<file path="src/rtl/truth_table_sweeper_pkg.sv">
// Shared types and constants for the truth-table sweeper and its comparator.
package tt_pkg;

    localparam int unsigned TT_N_IN  = 3;
    localparam int unsigned TT_R     = 2**TT_N_IN;
    localparam int unsigned TT_CNT_W = 4;

    typedef enum logic [1:0] {
        ST_IDLE,
        ST_SETTLE,
        ST_SAMPLE,
        ST_CHECK
    } tt_state_e;

    // Lab expected masks, bit r = Y for row {A,B,C} = r.
    // Table 1: majority of A,B,C.  Table 2: odd parity of A,B,C.
    localparam logic [TT_R-1:0] TT_TABLE1 = 8'hE8;
    localparam logic [TT_R-1:0] TT_TABLE2 = 8'h96;

    // Low bit of DUT d's table in a flattened bus; the slice is `rows` bits wide.
    function automatic int unsigned table_slice(input int unsigned d, input int unsigned rows);
        return d * rows;
    endfunction

endpackage

</file>
<file path="src/rtl/truth_table_sweeper_compare.sv">
// Per-DUT table comparator: XOR captured against expected, OR-reduce each slice.
module tt_compare
    import tt_pkg::*;
#(
    parameter int unsigned N_IN  = TT_N_IN,
    parameter int unsigned N_DUT = 6
) (
    input  logic [N_DUT*(2**N_IN)-1:0] i_captured,
    input  logic [N_DUT*(2**N_IN)-1:0] i_expected,
    output logic [N_DUT-1:0]           o_mismatch
);

    localparam int unsigned R = 2**N_IN;

    for (genvar g = 0; g < N_DUT; g++) begin : g_dut
        localparam int unsigned LO = table_slice(g, R);
        assign o_mismatch[g] = |(i_captured[LO +: R] ^ i_expected[LO +: R]);
    end

endmodule

</file>
<file path="src/rtl/truth_table_sweeper.sv">
// Clocked sweep of all input rows onto a shared DUT bus, capturing each DUT's
// truth table and comparing it against a mask latched at start.
module truth_table_sweeper
    import tt_pkg::*;
#(
    parameter int unsigned N_IN   = TT_N_IN,
    parameter int unsigned N_DUT  = 6,
    parameter int unsigned SETTLE = 1
) (
    input  logic                       clk,
    input  logic                       rst_n,
    input  logic                       start,
    input  logic [N_DUT*(2**N_IN)-1:0] expected,
    output logic [N_IN-1:0]            dut_in,
    input  logic [N_DUT-1:0]           dut_out,
    output logic                       busy,
    output logic                       done,
    output logic [N_DUT*(2**N_IN)-1:0] captured,
    output logic [N_DUT-1:0]           mismatch,
    output logic                       pass
);

    localparam int unsigned R = 2**N_IN;
    localparam int unsigned W = N_DUT * R;
    localparam logic [N_IN-1:0]     ROW_LAST = '1;
    localparam logic [TT_CNT_W-1:0] CNT_LAST = TT_CNT_W'(SETTLE - 1);

    tt_state_e             r_state;
    tt_state_e             w_state_nxt;
    logic [N_IN-1:0]       r_row;
    logic [TT_CNT_W-1:0]   r_cnt;
    logic [W-1:0]          r_exp;
    logic [N_IN-1:0]       r_dut_in;
    logic                  r_busy;
    logic                  r_done;
    logic [W-1:0]          r_captured;
    logic [N_DUT-1:0]      r_mismatch;
    logic                  r_pass;

    logic                  w_accept;
    logic                  w_cnt_inc;
    logic                  w_sample;
    logic                  w_check;
    logic [R-1:0]          w_row_hot;
    logic [W-1:0]          w_captured_nxt;
    logic [N_DUT-1:0]      w_mismatch;

    always_comb begin
        w_state_nxt = r_state;
        w_accept    = 1'b0;
        w_cnt_inc   = 1'b0;
        w_sample    = 1'b0;
        w_check     = 1'b0;
        case (r_state)
            ST_IDLE: begin
                if (start) begin
                    w_accept    = 1'b1;
                    w_state_nxt = ST_SETTLE;
                end
            end
            ST_SETTLE: begin
                if (r_cnt == CNT_LAST) w_state_nxt = ST_SAMPLE;
                else                   w_cnt_inc   = 1'b1;
            end
            ST_SAMPLE: begin
                w_sample    = 1'b1;
                w_state_nxt = (r_row == ROW_LAST) ? ST_CHECK : ST_SETTLE;
            end
            ST_CHECK: begin
                w_check     = 1'b1;
                w_state_nxt = ST_IDLE;
            end
            default: w_state_nxt = ST_IDLE;
        endcase
    end

    always_comb begin
        w_row_hot        = '0;
        w_row_hot[r_row] = 1'b1;
    end

    // Each DUT's Y lands in its own slice at the current row position.
    for (genvar g = 0; g < N_DUT; g++) begin : g_cap
        localparam int unsigned LO = table_slice(g, R);
        assign w_captured_nxt[LO +: R] = (r_captured[LO +: R] & ~w_row_hot)
                                       | ({R{dut_out[g]}} & w_row_hot);
    end

    tt_compare #(
        .N_IN  (N_IN),
        .N_DUT (N_DUT)
    ) u_compare (
        .i_captured (r_captured),
        .i_expected (r_exp),
        .o_mismatch (w_mismatch)
    );

    always_ff @(posedge clk or negedge rst_n) begin
        if (!rst_n) begin
            r_state    <= ST_IDLE;
            r_row      <= '0;
            r_cnt      <= '0;
            r_exp      <= '0;
            r_dut_in   <= '0;
            r_busy     <= 1'b0;
            r_done     <= 1'b0;
            r_captured <= '0;
            r_mismatch <= '0;
            r_pass     <= 1'b0;
        end else begin
            r_state <= w_state_nxt;
            r_done  <= w_check;
            if (w_accept) begin
                r_exp      <= expected;
                r_captured <= '0;
                r_mismatch <= '0;
                r_pass     <= 1'b0;
                r_row      <= '0;
                r_cnt      <= '0;
                r_dut_in   <= '0;
                r_busy     <= 1'b1;
            end
            if (w_cnt_inc) r_cnt <= r_cnt + TT_CNT_W'(1);
            if (w_sample) begin
                r_captured <= w_captured_nxt;
                if (r_row != ROW_LAST) begin
                    r_row    <= r_row + N_IN'(1);
                    r_dut_in <= r_row + N_IN'(1);
                    r_cnt    <= '0;
                end else begin
                    r_dut_in <= '0;
                end
            end
            if (w_check) begin
                r_mismatch <= w_mismatch;
                r_pass     <= ~|w_mismatch;
                r_busy     <= 1'b0;
            end
        end
    end

    assign dut_in   = r_dut_in;
    assign busy     = r_busy;
    assign done     = r_done;
    assign captured = r_captured;
    assign mismatch = r_mismatch;
    assign pass     = r_pass;

endmodule

</file>
<file path="config.mk">
export PLATFORM = sky130hd
export DESIGN_NAME = truth_table_sweeper
export DESIGN_NICKNAME = d
export VERILOG_FILES = /design/src/rtl/truth_table_sweeper_pkg.sv /design/src/rtl/truth_table_sweeper_compare.sv /design/src/rtl/truth_table_sweeper.sv
export SDC_FILE = /design/constraint.sdc
export NUM_CORES = 1
export LEC_CHECK = 0
export BUFFER_PORTS_ARGS = -buffer_cell sky130_fd_sc_hd__buf_2
export CAP_MARGIN = 10
export CORE_MARGIN = 2
export CORE_UTILIZATION = 52
export CTS_CLUSTER_DIAMETER = 150
export DETAILED_ROUTE_END_ITERATION = 10
export MAX_ROUTING_LAYER = met4
export PLACE_DENSITY = 0.88
export SLEW_MARGIN = 20
export SYNTH_ARGS = -nofsm -noshare
export SYNTH_HDL_FRONTEND = slang
export SYNTH_SLANG_ARGS = --single-unit
</file>
<file path="constraint.sdc">
create_clock -name clk -period 2.15 [get_ports clk]
set_clock_uncertainty 0.2 [all_clocks]
set_input_delay 0.1075 -clock clk [delete_from_list [all_inputs] [get_ports clk]]
set_output_delay 0.1075 -clock clk [all_outputs]
set_load 0.01 [all_outputs]
</file>
[After elaboration in Yosys (flattened, before gate mapping)]
Index checks and enable logic that the tools add are counted.
Operators by class
  add/sub/neg operators: 2
  $mul: 0
  divide/modulo/power cells: 0
  $lt $le $gt $ge: 2
  eq/ne operators: 7
  shift operators: 0
  mux-type cells: 30
  bitwise logic cells: 25
  reductions and logical operators: 14
Operators by type and width (count)
  $and 8x8->8: 12
  $mux 48: 2
  $or 8x8->8: 6
  $reduce_or 48->1: 1
  $reduce_or 8->1: 6
  $xor 8x8->8: 6
  $mux 3: 6
  $mux 4: 4
  $mux 6: 2
  $mux 1: 11
  $not 8->8: 1
  $pmux 2 s4: 1
  $mux 2: 3
  $add 4x1->4 const B: 1
  $eq 2x2->1 const B: 2
  $logic_not 4->1: 1
  $lt 3x4->1 const B: 1
  $ne 2x2->1 const B: 2
  $reduce_bool 2->1: 2
  $add 3x1->3 const B: 1
  $demux 1 s3: 1
  $eq 3x3->1 const B: 1
  $ge 3x1->1 const B: 1
  $ne 3x3->1 const B: 1
  other kinds (5): 5
Storage, ports and cells
  register bits: 117
  latch bits: 0
  bits in writable memories: 0
  ROM bits: 0
  input port bits: 57
  output and inout bits: 60
  logic and storage cells: 90
  memories: 0

[Depth between registers and ports, before layout]
  word-level depth: 8
  gate-level depth with buffers: 7
  depth with buffers taken out: 6

[Modules after synthesis]
A second synthesis with hierarchy kept.
Second synthesis, totals
  cell total of the unflattened synthesis: 526
  area, all modules: 5345.1 µm²
By module, submodules not included
  truth_table_sweeper: times used 1, cells each 460, area an instance 4827.1 µm², sequential area each 2927.8 µm²
  tt_compare: times used 1, cells each 66, area an instance 518.0 µm², sequential area each 0.0 µm²

[Least setup slack after synthesis]
Ideal clock, no wire load.
  kind: register to register
  start point: register r_row[1]
  end point: register r_row[0]
  setup time: 125 ps
  data arrival time: 1435 ps
  data required time: 1825 ps
  slack: 390 ps
  stages on the path, launching flop included: 6
  path buffers: 0
  clock period less this slack: 1760 ps
  cells stage by stage: dfrtp_1 -> ha_1 -> ha_1 -> nor2_2 -> a21oi_1 -> mux2_2
On the way
  word-level cells in the longest chain between the ends: 3
Ends and longest elaborated chain
  start: declaration: RTL line truth_table_sweeper.sv:30  | logic [N_IN-1:0] r_row;
  start signal: assignment: RTL line truth_table_sweeper.sv:127  | r_row <= r_row + N_IN'(1);
  $ne 3x3->1: RTL line truth_table_sweeper.sv:126  | if (r_row != ROW_LAST) begin
  $mux 3: RTL line truth_table_sweeper.sv:126
  $mux 3: RTL line truth_table_sweeper.sv:124  | if (w_sample) begin
Every way passes these cells.
A chain may end at the register's enable or synchronous reset.

[Final worst setup path]
  start point: register r_state[0]
  end point: register r_exp[31]
On the way
  word-level cells in the longest chain between the ends: 2
Ends and longest elaborated chain
  start: declaration: RTL line truth_table_sweeper.sv:28  | tt_state_e r_state;
  start signal: assignment: RTL line truth_table_sweeper.sv:111  | r_state <= w_state_nxt;
  $logic_not 2->1: RTL line truth_table_sweeper.sv:54  | case (r_state)
  $mux 1: RTL line truth_table_sweeper.sv:54
  end signal: assignment: RTL line truth_table_sweeper.sv:114  | r_exp <= expected;
  end: declaration: RTL line truth_table_sweeper.sv:32  | logic [W-1:0] r_exp;
Every way passes these cells.

==> impl_metrics.xml <==
<?xml version="1.0" encoding="UTF-8"?>
<metrics>
  <group name="logic_synthesis">
    <metric name="compound_gate_fraction_of_synth_area" unit="%">7.26</metric>
    <metric name="post_synthesis_cell_type_count" unit="">34</metric>
    <metric name="synth_fa_ha_area_share" unit="%">0.968</metric>
    <metric name="netlist_instances" unit="">463</metric>
    <metric name="netlist_area" unit="mm2">0.00517</metric>
    <metric name="synth-simple-area-share" unit="%">13.2</metric>
    <metric name="postSynthNetCount" unit="">524</metric>
    <metric name="synth.mux.area_fraction" unit="%">10.9</metric>
    <metric name="syn_avg_cell_area" unit="um2">11.2</metric>
    <metric name="postSynthRegisterBits" unit="">117</metric>
    <metric name="largest_family_of_logic_cells_by_synthesized_area" unit="">simple AND/OR/NAND/NOR gates</metric>
    <metric name="synth_warnings" unit="">0</metric>
    <metric name="synth_xor_area_share" unit="%">8.13</metric>
    <metric name="synth.yosys.seq_area_share" unit="%">56.6</metric>
  </group>
  <group name="timing">
    <metric name="grt_setup_unrepaired" unit="">no</metric>
    <metric name="finalSetupViolCount" unit="">0</metric>
    <metric name="slew-limit-headroom" unit="%">70.3</metric>
    <metric name="fin_crit" unit="ps">1960</metric>
    <metric name="fmaxAchievable" unit="GHz">0.510</metric>
    <metric name="timing.final.crit_share" unit="%">91.1</metric>
    <metric name="worst-slew-pin-transition" unit="ps">444</metric>
    <metric name="report.final.slew_viol_count" unit="">0</metric>
    <metric name="timing.final.hold_violations" unit="">0</metric>
    <metric name="setup_total_negative_slack" unit="ps">0</metric>
    <metric name="worst_hold_slack" unit="ps">142</metric>
  </group>
  <group name="critical_path">
    <metric name="critical_path.reg2reg.endpoint" unit="">r_exp[31]</metric>
    <metric name="worst-path-max-fanout" unit="">36</metric>
    <metric name="worst_path_largest_cell_delay" unit="ps">570</metric>
    <metric name="critical_path.cell_chain" unit="">nor2_2 -&gt; nand2_4 -&gt; buf_12 -&gt; mux2_2</metric>
    <metric name="worst_ep_arrival_time" unit="ps">2170</metric>
    <metric name="regToRegSetupSlack" unit="ps">190</metric>
    <metric name="cpMaxStageDelayCell" unit="">dfrtp_1</metric>
    <metric name="worst-path-buf-inv" unit="">1</metric>
    <metric name="cp-end-kind" unit="">register</metric>
    <metric name="cp_class" unit="">reg -&gt; reg</metric>
    <metric name="critPathRequiredTime" unit="ps">2360</metric>
    <metric name="crit_family" unit="">flip-flops</metric>
    <metric name="worstReg2RegStart" unit="">r_state[0]</metric>
    <metric name="timing.critical_path.from_type" unit="">register</metric>
    <metric name="timing.reg2reg.worst_path_depth" unit="">4</metric>
  </group>
  <group name="grt">
    <metric name="number_of_antenna_violations_at_the_first_check_in_global_routing" unit="">0</metric>
    <metric name="global_route_congestion_overflow_total" unit="">0</metric>
    <metric name="track_usage" unit="%">29.0</metric>
    <metric name="grt_pass1_wl" unit="um">23500</metric>
    <metric name="number_of_global_route_vias_before_repair" unit="">4565</metric>
    <metric name="grt_start_max_net_pins" unit="">65</metric>
  </group>
  <group name="detailed_routing">
    <metric name="routedWlPerCell" unit="um">17.8</metric>
    <metric name="drt.antenna.violating_nets" unit="">0</metric>
    <metric name="viasPerCell" unit="">5.38</metric>
    <metric name="remaining_drc_errors" unit="">0</metric>
    <metric name="drt_pre_antenna_iters" unit="">4</metric>
    <metric name="wl" unit="um">14200</metric>
    <metric name="drt-initial-drc-count" unit="">295</metric>
    <metric name="detailroute.via_count" unit="">4297</metric>
  </group>
  <group name="final_layout">
    <metric name="area_of_combinational_cells_with_multiple_inputs" unit="mm2">0.00212</metric>
    <metric name="area_growth" unit="%">38.7</metric>
    <metric name="fill_cells" unit="">615</metric>
    <metric name="final_stage_net_count" unit="">714</metric>
    <metric name="count_of_antenna_diodes_in_the_layout" unit="">0</metric>
    <metric name="final_common_cell" unit="">dfrtp_1</metric>
    <metric name="seq_area" unit="mm2">0.00293</metric>
    <metric name="drive_above_1_share" unit="%">34.4</metric>
    <metric name="layout_common_cells" unit="">117 x dfrtp_1, 115 x buf_2, 83 x nand2_1</metric>
  </group>
  <group name="job">
    <metric name="maximum_capacitance_violations" unit="">0</metric>
  </group>
  <group name="clock_network">
    <metric name="cts_buffer_depth" unit="">2</metric>
    <metric name="depth_of_the_cts_h_tree" unit="">4</metric>
    <metric name="cts_buffers" unit="">17</metric>
    <metric name="clock_latency" unit="ps">530</metric>
    <metric name="cts_tree" unit="">built</metric>
    <metric name="clkTransAtPathRegs" unit="ps">60</metric>
    <metric name="cts-root-buf" unit="">clkbuf_8</metric>
    <metric name="clock-sinks" unit="">117</metric>
  </group>
  <group name="hold_path">
    <metric name="holdCritPathClass" unit="">in -&gt; reg</metric>
    <metric name="worst_hold_path.endpoint" unit="">r_exp[10]</metric>
    <metric name="min_from" unit="">expected[10]</metric>
    <metric name="hold_path_depth" unit="">3</metric>
  </group>
  <group name="floorplan">
    <metric name="fp.coreArea" unit="mm2">0.00973</metric>
    <metric name="floorplan.die.width" unit="um">104</metric>
    <metric name="fp-row-count" unit="">36</metric>
    <metric name="floorplan.initialDensity" unit="%">53.1</metric>
    <metric name="die_height" unit="um">104</metric>
    <metric name="floorplan.die_area" unit="mm2">0.0108</metric>
    <metric name="io_pins" unit="">117</metric>
  </group>
  <group name="placed_design">
    <metric name="placement.io_buffers" unit="">116</metric>
    <metric name="dpl.hpwl" unit="um">8790</metric>
    <metric name="gp_routability_congestion" unit="">0.831</metric>
  </group>
  <group name="pwr">
    <metric name="power_density" unit="mW/mm2">1320</metric>
    <metric name="cellLeakagePower" unit="uW">0.00334</metric>
    <metric name="ir_drop" unit="mV">0.710</metric>
  </group>
  <group name="outcome">
    <metric name="outcome" unit="">finished clean</metric>
  </group>
</metrics>
layer usage:
layer	GRT usage (%)	vias to the layer above	part of all wire, %
met4	15.4	0	3.9
met1	33.4	2118	38
met5	-	-	0
met3	6.67	38	5.8
met2	47.4	190	53
li1	-	1951	-
state kept, by name, indices dropped and copies added, names as in the netlist:
name,flops
captured,48
r_exp,48
mismatch,6
r_cnt,4
dut_in,3
r_row,3
r_state,2
busy,1
done,1
pass,1
through the flow:
stage / setup WS, ps / power [uW] / instances / instance area, um2 / utilization, %
6_report: 191 / 9440 / 799 / 7170 / 73.7
5_1_grt: 103 / 9940 / 799 / 7170 / 73.7
3_5_place_dp: 130 / 6540 / 709 / 6010 / 61.7
4_1_cts: 125 / 9340 / 799 / 7160 / 73.6
2_1_floorplan: 390 / 5440 / 463 / 5170 / -
3_3_place_gp: 262 / 6350 / 709 / 6010 / 61.7
worst reg2reg max path, stage by stage, from the launching register on:
cell	delay, ps
dfrtp_1	570
nor2_2	110
nand2_4	320
buf_12	270
mux2_2	380
worst max-delay path by stage:
stage	endpoint	cells after the start	startpoint
2_1_floorplan	r_row[0]	5	r_row[1]
3_3_place_gp	pass	4	r_state[1]
3_5_place_dp	pass	4	r_state[0]
4_1_cts	pass	4	r_state[0]
5_1_grt	captured[23]	6	r_state[1]
6_report	r_exp[31]	4	r_state[0]
power by group:
group          total [uW]  internal (uW)  leakage [uW]  switching, uW
combinational        2960           1570       0.00155           1390
clock                2710           1730      0.000288            983
sequential           3770           3000       0.00150            770
synth_stat cells, drive strengths merged:
master / n / area [um2]
o21bai: 1 / 7.51
nand2: 86 / 330
o21ai: 55 / 275
xnor2: 47 / 412
a22o: 4 / 35.0
inv: 9 / 33.8
nor4: 2 / 12.5
dfrtp: 117 / 2930
mux2: 50 / 563
o31ai: 2 / 15.0
xor2: 1 / 8.76
clkbuf: 1 / 3.75
nor3b: 3 / 32.5
buf: 20 / 111
a21oi: 6 / 33.8
nand4: 11 / 68.8
nor2: 12 / 50.1
nand3b: 3 / 22.5
nand3: 22 / 110
ha: 4 / 50.1
nor3: 2 / 15.0
nand2b: 3 / 33.8
o311ai: 1 / 8.76
nor2b: 1 / 8.76
cells by family after synthesis:
family,Yosys count
compound gates,69
xor+xnor,48
fa+ha+maj,4
buf+inv,30
flops,117
mux,50
simple gates,145
final cells by class:
| cell class | instances | share of cell area, % |
|---|---|---|
| clock inverter | 10 | 1.45 |
| clock buffer | 22 | 6.46 |
| sequential | 117 | 40.8 |
| timing repair buffer | 192 | 19.0 |
| tap | 133 | 2.32 |
| inverter | 9 | 0.471 |
| multi-input combinational | 316 | 29.5 |
repair_timing:
| item | in CTS | in global routing |
|---|---|---|
| hold buffers | 58 | 0 |
| resized for setup | 0 | 1 |
| hold endpoints to repair | 221 | 0 |
| setup buffers | 0 | 0 |
| setup endpoints to repair | 0 | 1 |
Power figures use the tool's default switching activity.
